`config.mk`:
```
export PLATFORM = sky130hd
export DESIGN_NAME = bn_select_n_rr_flat
export DESIGN_NICKNAME = d
export VERILOG_FILES = /design/src/rtl/bn_select_n_rr_pkg.sv /design/src/rtl/bn_select_n_rr_if.sv /design/src/rtl/bn_rr_arbiter.sv /design/src/rtl/bn_select_n_rr.sv /design/src/flat_wrapper.sv
export SDC_FILE = /design/constraint.sdc
export NUM_CORES = 1
export LEC_CHECK = 0
export BUFFER_PORTS_ARGS = -buffer_cell sky130_fd_sc_hd__buf_4
export CAP_MARGIN = 20
export CORE_MARGIN = 5
export CORE_UTILIZATION = 56
export CTS_CLUSTER_SIZE = 10
export DETAILED_ROUTE_END_ITERATION = 12
export MAX_ROUTING_LAYER = met4
export PLACE_DENSITY = 0.95
export SETUP_SLACK_MARGIN = 0.5
export SLEW_MARGIN = 40
export SYNTH_ARGS = -nofsm -noshare
export SYNTH_HDL_FRONTEND = slang
export SYNTH_SLANG_ARGS = --single-unit
export TNS_END_PERCENT = 5
```
`constraint.sdc`:
```
create_clock -name clk -period 7.4 [get_ports clk]
set_clock_uncertainty 0.1 [all_clocks]
set_input_delay 0.74 -clock clk [delete_from_list [all_inputs] [get_ports clk]]
set_output_delay 0.74 -clock clk [all_outputs]
set_load 0.005 [all_outputs]
```
`src/rtl/bn_select_n_rr_pkg.sv`:
```
// Shared types and helpers for the N-way selector.
// Mode encodings, output-stage states, one-hot utilities.
package bn_select_n_rr_pkg;

    localparam logic MODE_ONEHOT = 1'b0;
    localparam logic MODE_RR     = 1'b1;

    // Widest channel vector the helpers accept
    localparam int MAX_CH = 32;

    typedef enum logic {
        ST_EMPTY = 1'b0,
        ST_FULL  = 1'b1
    } out_state_t;

    function automatic logic is_onehot(input logic [MAX_CH-1:0] v);
        return (v != '0) && ((v & (v - 1'b1)) == '0);
    endfunction

    function automatic int unsigned onehot_to_idx(input logic [MAX_CH-1:0] v);
        int unsigned idx;
        idx = 0;
        for (int i = 0; i < MAX_CH; i++) begin
            if (v[i]) idx = idx | i;
        end
        return idx;
    endfunction

endpackage

```
`src/rtl/bn_select_n_rr_if.sv`:
```
// Channel-side and output-side signal bundle of the selector.
// master drives the stimulus side, slave is the selector.
interface bn_select_n_rr_if #(
    parameter int CHANNELS   = 8,
    parameter int DATA_WIDTH = 8
) ();

    logic                           mode;
    logic [CHANNELS-1:0]            sel;
    logic [CHANNELS-1:0]            in_valid;
    logic [CHANNELS*DATA_WIDTH-1:0] in_data;
    logic [CHANNELS-1:0]            in_ready;
    logic                           out_valid;
    logic                           out_ready;
    logic [DATA_WIDTH-1:0]          out_data;
    logic [CHANNELS-1:0]            out_grant;
    logic                           sel_err;

    modport master (
        output mode, sel, in_valid, in_data, out_ready,
        input  in_ready, out_valid, out_data, out_grant, sel_err
    );

    modport slave (
        input  mode, sel, in_valid, in_data, out_ready,
        output in_ready, out_valid, out_data, out_grant, sel_err
    );

endinterface

```
`src/rtl/bn_rr_arbiter.sv`:
```
// Rotating-priority search: first requester above ptr, wrapping.
// Purely combinational; grant is zero when nothing requests.
module bn_rr_arbiter #(
    parameter int CHANNELS = 8,
    localparam int PTR_W   = $clog2(CHANNELS)
) (
    input  logic [CHANNELS-1:0] req,
    input  logic [PTR_W-1:0]    ptr,
    output logic [CHANNELS-1:0] grant
);

    logic             found;
    logic [PTR_W-1:0] idx;

    // Walk ptr+1 .. ptr+CHANNELS modulo CHANNELS, take first request
    always_comb begin
        grant = '0;
        found = 1'b0;
        idx   = '0;
        for (int i = 1; i <= CHANNELS; i++) begin
            idx = PTR_W'((int'(ptr) + i) % CHANNELS);
            if (!found && req[idx]) begin
                grant[idx] = 1'b1;
                found      = 1'b1;
            end
        end
    end

endmodule

```
`src/rtl/bn_select_n_rr.sv`:
```
// N-channel selector into a single registered output slot.
// External one-hot select or round-robin, full-throughput stage.
module bn_select_n_rr
    import bn_select_n_rr_pkg::*;
#(
    parameter int CHANNELS   = 8,
    parameter int DATA_WIDTH = 8
) (
    input  logic              clk,
    input  logic              reset,
    bn_select_n_rr_if.slave   bus
);

    localparam int PTR_W = $clog2(CHANNELS);

    out_state_t              state_q, state_n;
    logic [PTR_W-1:0]        ptr_q;
    logic [DATA_WIDTH-1:0]   data_q;
    logic [CHANNELS-1:0]     ogrant_q;
    logic                    err_q;

    logic                    load_en;
    logic                    sel_ok;
    logic [CHANNELS-1:0]     grant_sel;
    logic [CHANNELS-1:0]     grant_rr;
    logic [CHANNELS-1:0]     grant;
    logic [CHANNELS-1:0]     ready;
    logic                    xfer;
    logic [DATA_WIDTH-1:0]   word;

    bn_rr_arbiter #(
        .CHANNELS (CHANNELS)
    ) u_arb (
        .req   (bus.in_valid),
        .ptr   (ptr_q),
        .grant (grant_rr)
    );

    assign load_en = (state_q == ST_EMPTY) | bus.out_ready;
    assign sel_ok  = is_onehot(MAX_CH'(bus.sel));

    // Select grant source, derive ready strobes and the chosen word
    always_comb begin
        grant_sel = '0;
        if (sel_ok && ((bus.sel & bus.in_valid) != '0)) begin
            grant_sel = bus.sel;
        end
        grant = (bus.mode == MODE_RR) ? grant_rr : grant_sel;
        ready = reset ? '0 : (grant & {CHANNELS{load_en}});
        xfer  = |(bus.in_valid & ready);
        word  = '0;
        for (int i = 0; i < CHANNELS; i++) begin
            if (grant[i]) word = bus.in_data[i*DATA_WIDTH +: DATA_WIDTH];
        end
    end

    // Output slot next state: load wins, otherwise drain on accept
    always_comb begin
        state_n = state_q;
        unique case (state_q)
            ST_EMPTY: if (xfer) state_n = ST_FULL;
            ST_FULL:  if (!xfer && bus.out_ready) state_n = ST_EMPTY;
            default:  state_n = ST_EMPTY;
        endcase
    end

    // State, output word, grant, pointer and select-error registers
    always_ff @(posedge clk) begin
        if (reset) begin
            state_q  <= ST_EMPTY;
            data_q   <= '0;
            ogrant_q <= '0;
            ptr_q    <= PTR_W'(CHANNELS - 1);
            err_q    <= 1'b0;
        end else begin
            state_q <= state_n;
            err_q   <= (bus.mode == MODE_ONEHOT) && !sel_ok;
            if (xfer) begin
                data_q   <= word;
                ogrant_q <= grant;
                ptr_q    <= PTR_W'(onehot_to_idx(MAX_CH'(grant)));
            end
        end
    end

    assign bus.in_ready  = ready;
    assign bus.out_valid = (state_q == ST_FULL);
    assign bus.out_data  = data_q;
    assign bus.out_grant = ogrant_q;
    assign bus.sel_err   = err_q;

endmodule

```
`src/flat_wrapper.sv`:
```
// flat-port wrapper written by rule: the top's interface ports become plain ports
module bn_select_n_rr_flat import bn_select_n_rr_pkg::*;
#(
    parameter int CHANNELS   = 8,
    parameter int DATA_WIDTH = 8
)
  (clk, reset, bus_mode, bus_sel, bus_in_valid, bus_in_data, bus_out_ready, bus_in_ready, bus_out_valid, bus_out_data, bus_out_grant, bus_sel_err);
  bn_select_n_rr_if #(.CHANNELS(CHANNELS), .DATA_WIDTH(DATA_WIDTH)) bus_i ();
  input  logic clk;
  input  logic reset;
  input wire logic [$bits(bus_i.mode)-1:0] bus_mode;
  input wire logic [$bits(bus_i.sel)-1:0] bus_sel;
  input wire logic [$bits(bus_i.in_valid)-1:0] bus_in_valid;
  input wire logic [$bits(bus_i.in_data)-1:0] bus_in_data;
  input wire logic [$bits(bus_i.out_ready)-1:0] bus_out_ready;
  output wire logic [$bits(bus_i.in_ready)-1:0] bus_in_ready;
  output wire logic [$bits(bus_i.out_valid)-1:0] bus_out_valid;
  output wire logic [$bits(bus_i.out_data)-1:0] bus_out_data;
  output wire logic [$bits(bus_i.out_grant)-1:0] bus_out_grant;
  output wire logic [$bits(bus_i.sel_err)-1:0] bus_sel_err;
  assign bus_i.mode = bus_mode;
  assign bus_i.sel = bus_sel;
  assign bus_i.in_valid = bus_in_valid;
  assign bus_i.in_data = bus_in_data;
  assign bus_i.out_ready = bus_out_ready;
  assign bus_in_ready = bus_i.in_ready;
  assign bus_out_valid = bus_i.out_valid;
  assign bus_out_data = bus_i.out_data;
  assign bus_out_grant = bus_i.out_grant;
  assign bus_sel_err = bus_i.sel_err;
  bn_select_n_rr #(.CHANNELS(CHANNELS), .DATA_WIDTH(DATA_WIDTH)) u_core (.clk(clk), .reset(reset), .bus(bus_i));
endmodule
```
* Word level (Yosys, flattened, before mapping)
Index checks and enable logic that the tools add are counted.
Storage, ports and cells: output and inout port bits 26, bits in registers 21, bits of input ports 84
Cells by class: order comparisons 16, reductions and logical operators 32, bitwise operators 14, muxes and demuxes 68, $add $sub $neg 9
Operator list (number):
- $mux W8 | 19
- $or A8 B8 Y8 | 7
- $and A8 B32 Y32 | 1
- $logic_not A32 Y1 | 1
- $lt A3 B4 Y1 const B | 8
- $mux W1 | 26
- $and A8 B8 Y8 | 3
- $bmux W1 S3 | 8
- $demux W1 S3 | 8
- $ge A3 B1 Y1 const B | 8
- $logic_and A1 B1 Y1 | 19
- $reduce_bool A8 Y1 | 2
- $add A3 B3 Y3 const B | 4
- $mux W3 | 4
- $logic_not A1 Y1 | 9
- $sub A8 B1 Y9 const B | 1
- $reduce_or A8 Y1 | 1
- $add A3 B1 Y3 const B | 2
- $add A3 B2 Y3 const B | 2
- $mux W2 | 2
- $not A1 Y1 | 2
- $pmux W1 S2 | 1
- $or A1 B1 Y1 | 1

* Logic depth before layout (Yosys ltp)
depth in word-level cells 34, mapped depth 19, gate-level depth less buffers 12

* By module
From an unflattened synthesis, not the netlist that was laid out.
Second synthesis, totals: cell total of the unflattened synthesis 374, area total of the unflattened synthesis 3175.5 um^2
By module, submodules not included:
- bn_select_n_rr | area each 2090.8 um^2, sequential area each 420.4 um^2, times used 1, cells each 251
- bn_rr_arbiter | area each 1084.8 um^2, sequential area each 0.0 um^2, times used 1, cells each 123

* Worst setup path before layout
OpenSTA, ideal clock, no wires.
path type reg2out, from register u_core.ptr_q[0], to output port bus_in_ready[3], stages on the path, launching flop included 16, required time 6.560 ns, path buffers 6, arrival time 4.145 ns, setup slack 2.415 ns, cell sequence dfxtp_1 -> buf_4 -> inv_1 -> buf_1 -> clkbuf_1 -> ha_1 -> buf_2 -> buf_2 -> mux2_2 -> mux4_2 -> nor4b_2 -> a22o_1 -> a21oi_1 -> a41oi_2 -> buf_2 -> nor2b_1
Between the ends: cells in the longest elaborated chain, start to end 28, elaborated cells on any way between the ends 103, classes of those cells 8 x add/sub; 16 x order compare; 49 x mux; 8 x bitwise; 22 x reduce/logical
Ends and longest elaborated chain:
- start, declared | line bn_select_n_rr.sv:17 | logic [PTR_W-1:0] ptr_q;
- start signal, assigned | line bn_select_n_rr.sv:73 | ptr_q <= PTR_W'(CHANNELS - 1);
- start signal, assigned | line bn_select_n_rr.sv:81 | ptr_q <= PTR_W'(onehot_to_idx(MAX_CH'(grant)));
- parallel branches: the longest is 24 deep, another holds $lt A3 B4 Y1
- $mux W8 (*) | line bn_rr_arbiter.sv:22 | if (!found && req[idx]) begin
- $mux W8 (*) | line bn_select_n_rr.sv:48 | grant = (bus.mode == MODE_RR) ? grant_rr : grant_sel;
- $and A8 B8 Y8 (*) | line bn_select_n_rr.sv:49 | ready = reset ? '0 : (grant & {CHANNELS{load_en}});
- $mux W8 (*) | line bn_select_n_rr.sv:49
- end, declared | line flat_wrapper.sv:16 | output wire logic [$bits(bus_i.in_ready)-1:0] bus_in_ready;
Every way passes the cells marked *. The select of a mux whose other input is x is not followed.

* Final worst setup path
from register u_core.ptr_q[1], to output port bus_in_ready[3]
Same word-level chain as after synthesis.

==> results.md <==
* Num CTS Buffers at 3
* Switching Share at about 45%
* Top-count cell post-synth: nor2_1
* Post-CTS Resized at 0
* GR Util met2 at just under 60%
* Die height at about 85 um
* Deepest clock path buffer count at 2
* TNS Setup at 0 ps
* Fill cell count at roughly 410
* Minimum clock period at between 5000 and 6000 ps
* Mapped Cells at between 300 and 400
* Number of global-route vias before repair at around 3800
* Top FF cell, synth: dfxtp_1
* Sw Pwr at roughly 290 uW
* Worst setup margin at 1470 ps
* CP max stage cell: dfxtp_1
* Initial antenna violation count at 0
* Syn-to-layout area delta at 27.1%
* Clk sink count at 21
* Synthesized area per cell at ~8.2 um2
* #FFs+latches synth at 21
* Outcome: finished, final reports clean
* Met1 Usage GRT at approximately two fifths
* CTS hold repair buffers at 0
* Num ports at 110
* Total track usage at 34.5%
* Global route overflow at 0
* Post-synth top cells: nor2_1 (39), nand2_1 (31), dfxtp_1 (21)
* Pre-antenna DRT Iters at 8
* Number of max-cap violations at 0
* Worst-path clk slew at approximately 70 ps
* First-pass GRT wire length at 19500 um
* DPL Wire Length at slightly below 10000 um
* Worst skew pair latency at ~260 ps
* Post-place setup slack at around 1700 ps
* Die ar. at ~0.0072 mm2
* Final estimated routing congestion in global placement at 1.04
* Max-slew violations at 0
* Cells along the critical path: inv_1 > ha_2 > mux4_2 > or2_2 > or4_4 > nor4_1 > o21ai_1 > a41oi_2 > nor2b_1 > buf_4
* Core Footprint at ~0.0055 mm2
* Synth top area cells: dfxtp_1 (13%), mux4_2 (10%), mux2_2 (6.5%)
* Vias per inst at slightly above 7
* # setup viols final at 0
* Final nets at between 500 and 600
* Ant. Diodes at 0
* Worst IR Drop VDD at 0.141 mV
* Crit path max fanout at 30
* Slew HR at approximately 44%
* CTS Root Cell: clkbuf_8
* Pin count of the biggest net entering global routing at 31
* Die width at 84.8 um
* CP top delay family: simple AND/OR/NAND/NOR gates
* Leakage power at 0.00162 uW
* DR vias at 3865
* Post-route cell area at 0.00399 mm2
* WL/cell at 23.4 um
* Post-synth top area cell: dfxtp_1
* RSZ-0062 raised after global routing: false
* Distinct cells, synth at just over 70
* Combinational share of power at between 60% and 70%
* PD cells at roughly 160 mW/mm2
* CTS tree: done
* EDFF count, synth at 0
* Post-DP Area at ~0.0039 mm2
* Tcrit/Tclk final at approximately four fifths
* Met3 usage at 5.24%
* Hold Vio Cnt, Final at 0
* Area share of the largest cell type after synthesis at between 10% and 20%
* Crit path largest cell delay at ~820 ps
* Critical path type: reg -> out
* Yosys warns at 0
* Hold crit path type: reg -> reg
* Post-CTS Setup Inserts at 0
* Post-Syn Area at roughly 0.0031 mm2
* DRC at 0
* CTS H-tree lvls at 1
* Clock network fraction of total power at 11.9%
* 1st-iter DRT viols at 490
* Post-route ant nets at 0
* Slew at the pin closest to its max-slew limit at 836 ps
* Share of layout cells above drive strength 1 at a little under two fifths
* Routed wire length at 12700 um
* Post-synth ARST share at 0%
* Share of the yosys chip area belonging to registers at between 10% and 20%
* Internal power at roughly 360 uW
* Critical path buffers and inverters at 2
* Placement Rows at 27
* Seq pwr share at between 20 and 25%
* WP data required at ~6600 ps
* Total Power at ~650 uW
* Fmax achieved at about 170 MHz
* CP Capture Type: output port
* Initial core utilization at between 50% and 60%
* Area of the multi-input gates at around 0.0025 mm2
* Layer with the highest usage: met2
* Arr. time, crit path at approximately 5100 ps
* I/O Buffers at between 100 and 150
* Worst Setup Start Kind: register
* Net Count, Synth at 473
* Storage cell area at 420 um2
* Hold Worst Slack at between 400 and 500 ps
==> registers in the layout, summed over array words and instances, names as in the netlist <==
signal                count
u_core.bus.out_data       8
u_core.bus.out_grant      8
u_core.ptr_q              3
u_core.bus.out_valid      1
u_core.bus.sel_err        1
==> cell families (layout without fill, tap and decap cells) <==
kind of cell,Yosys count,count (layout),synth area share [%]
AOI/OAI and AO/OA,123,123,32.5
xor gates and xnor gates,5,5,1.40
adders and majority gates,6,6,2.39
buffers and inverters,48,133,6.86
DFF,21,21,13.4
muxes,47,47,21.3
and+or+nand+nor,133,133,22.1
==> power by group through the flow <==
stage	logic, uW	registers, uW	clock network, uW
2_1_floorplan	281	140	0
3_3_place_gp	406	143	0
3_5_place_dp	414	144	0
4_1_cts	415	141	75.9
5_1_grt	453	144	84.9
6_report	426	142	77.2
==> layout make-up <==
cell class / count / share of cell area, %
clock buffers: 4 / 1.13
repair buffers: 115 / 21.7
flip-flops and latches: 21 / 10.5
inverters: 14 / 1.32
multi-input cells: 314 / 63.1
well taps: 72 / 2.26
==> path summary, 6_finish.rpt <==
check                                 startpoint                                   end  slack, ps  depth (start not counted)
max                 u_core.ptr_q[1]$_SDFFE_PP1P_                       bus_in_ready[3]       1470                         10
min          u_core.bus.out_data[5]$_SDFFE_PP0P_   u_core.bus.out_data[5]$_SDFFE_PP0P_        400                          2
max reg2reg         u_core.ptr_q[1]$_SDFFE_PP1P_  u_core.bus.out_grant[5]$_SDFFE_PP0P_       1600                         13
min reg2reg  u_core.bus.out_data[5]$_SDFFE_PP0P_   u_core.bus.out_data[5]$_SDFFE_PP0P_        400                          2
==> layer usage <==
layer / wire length (um) / vias to the layer above
met5: 0 / -
met4: 492 / 0
met3: 1260 / 55
met2: 6210 / 296
met1: 4700 / 1820
li1: - / 1694
==> cell usage in the layout, fill, tap and decap left out, types with 7 or more instances in the layout <==
cell type / Yosys / routed
mux2i_1: 15 / 15
mux2_2: 18 / 18
a21oi_1: 8 / 8
nor3_1: 13 / 13
o221ai_1: 7 / 7
dfxtp_1: 21 / 21
buf_4: 3 / 115
a2bb2oi_1: 7 / 7
mux4_2: 14 / 14
nor2_1: 39 / 39
inv_1: 14 / 14
nand3_1: 11 / 11
a211oi_2: 7 / 7
nand2_1: 31 / 31
o21ai_0: 10 / 10
==> metrics by stage <==
stage	std cells	utilization [%]
after floorplan	383	-
final	540	72.8
after global placement	536	71.7
after detailed placement	536	71.9
after global routing	540	72.8
after CTS	540	72.7
==> worst min-delay path, cell delays in order (launching register included) <==
cell	delay, ps
dfxtp_1	320
inv_1	60
o32ai_1	80
No activity file was read; power rests on OpenSTA's default activity.
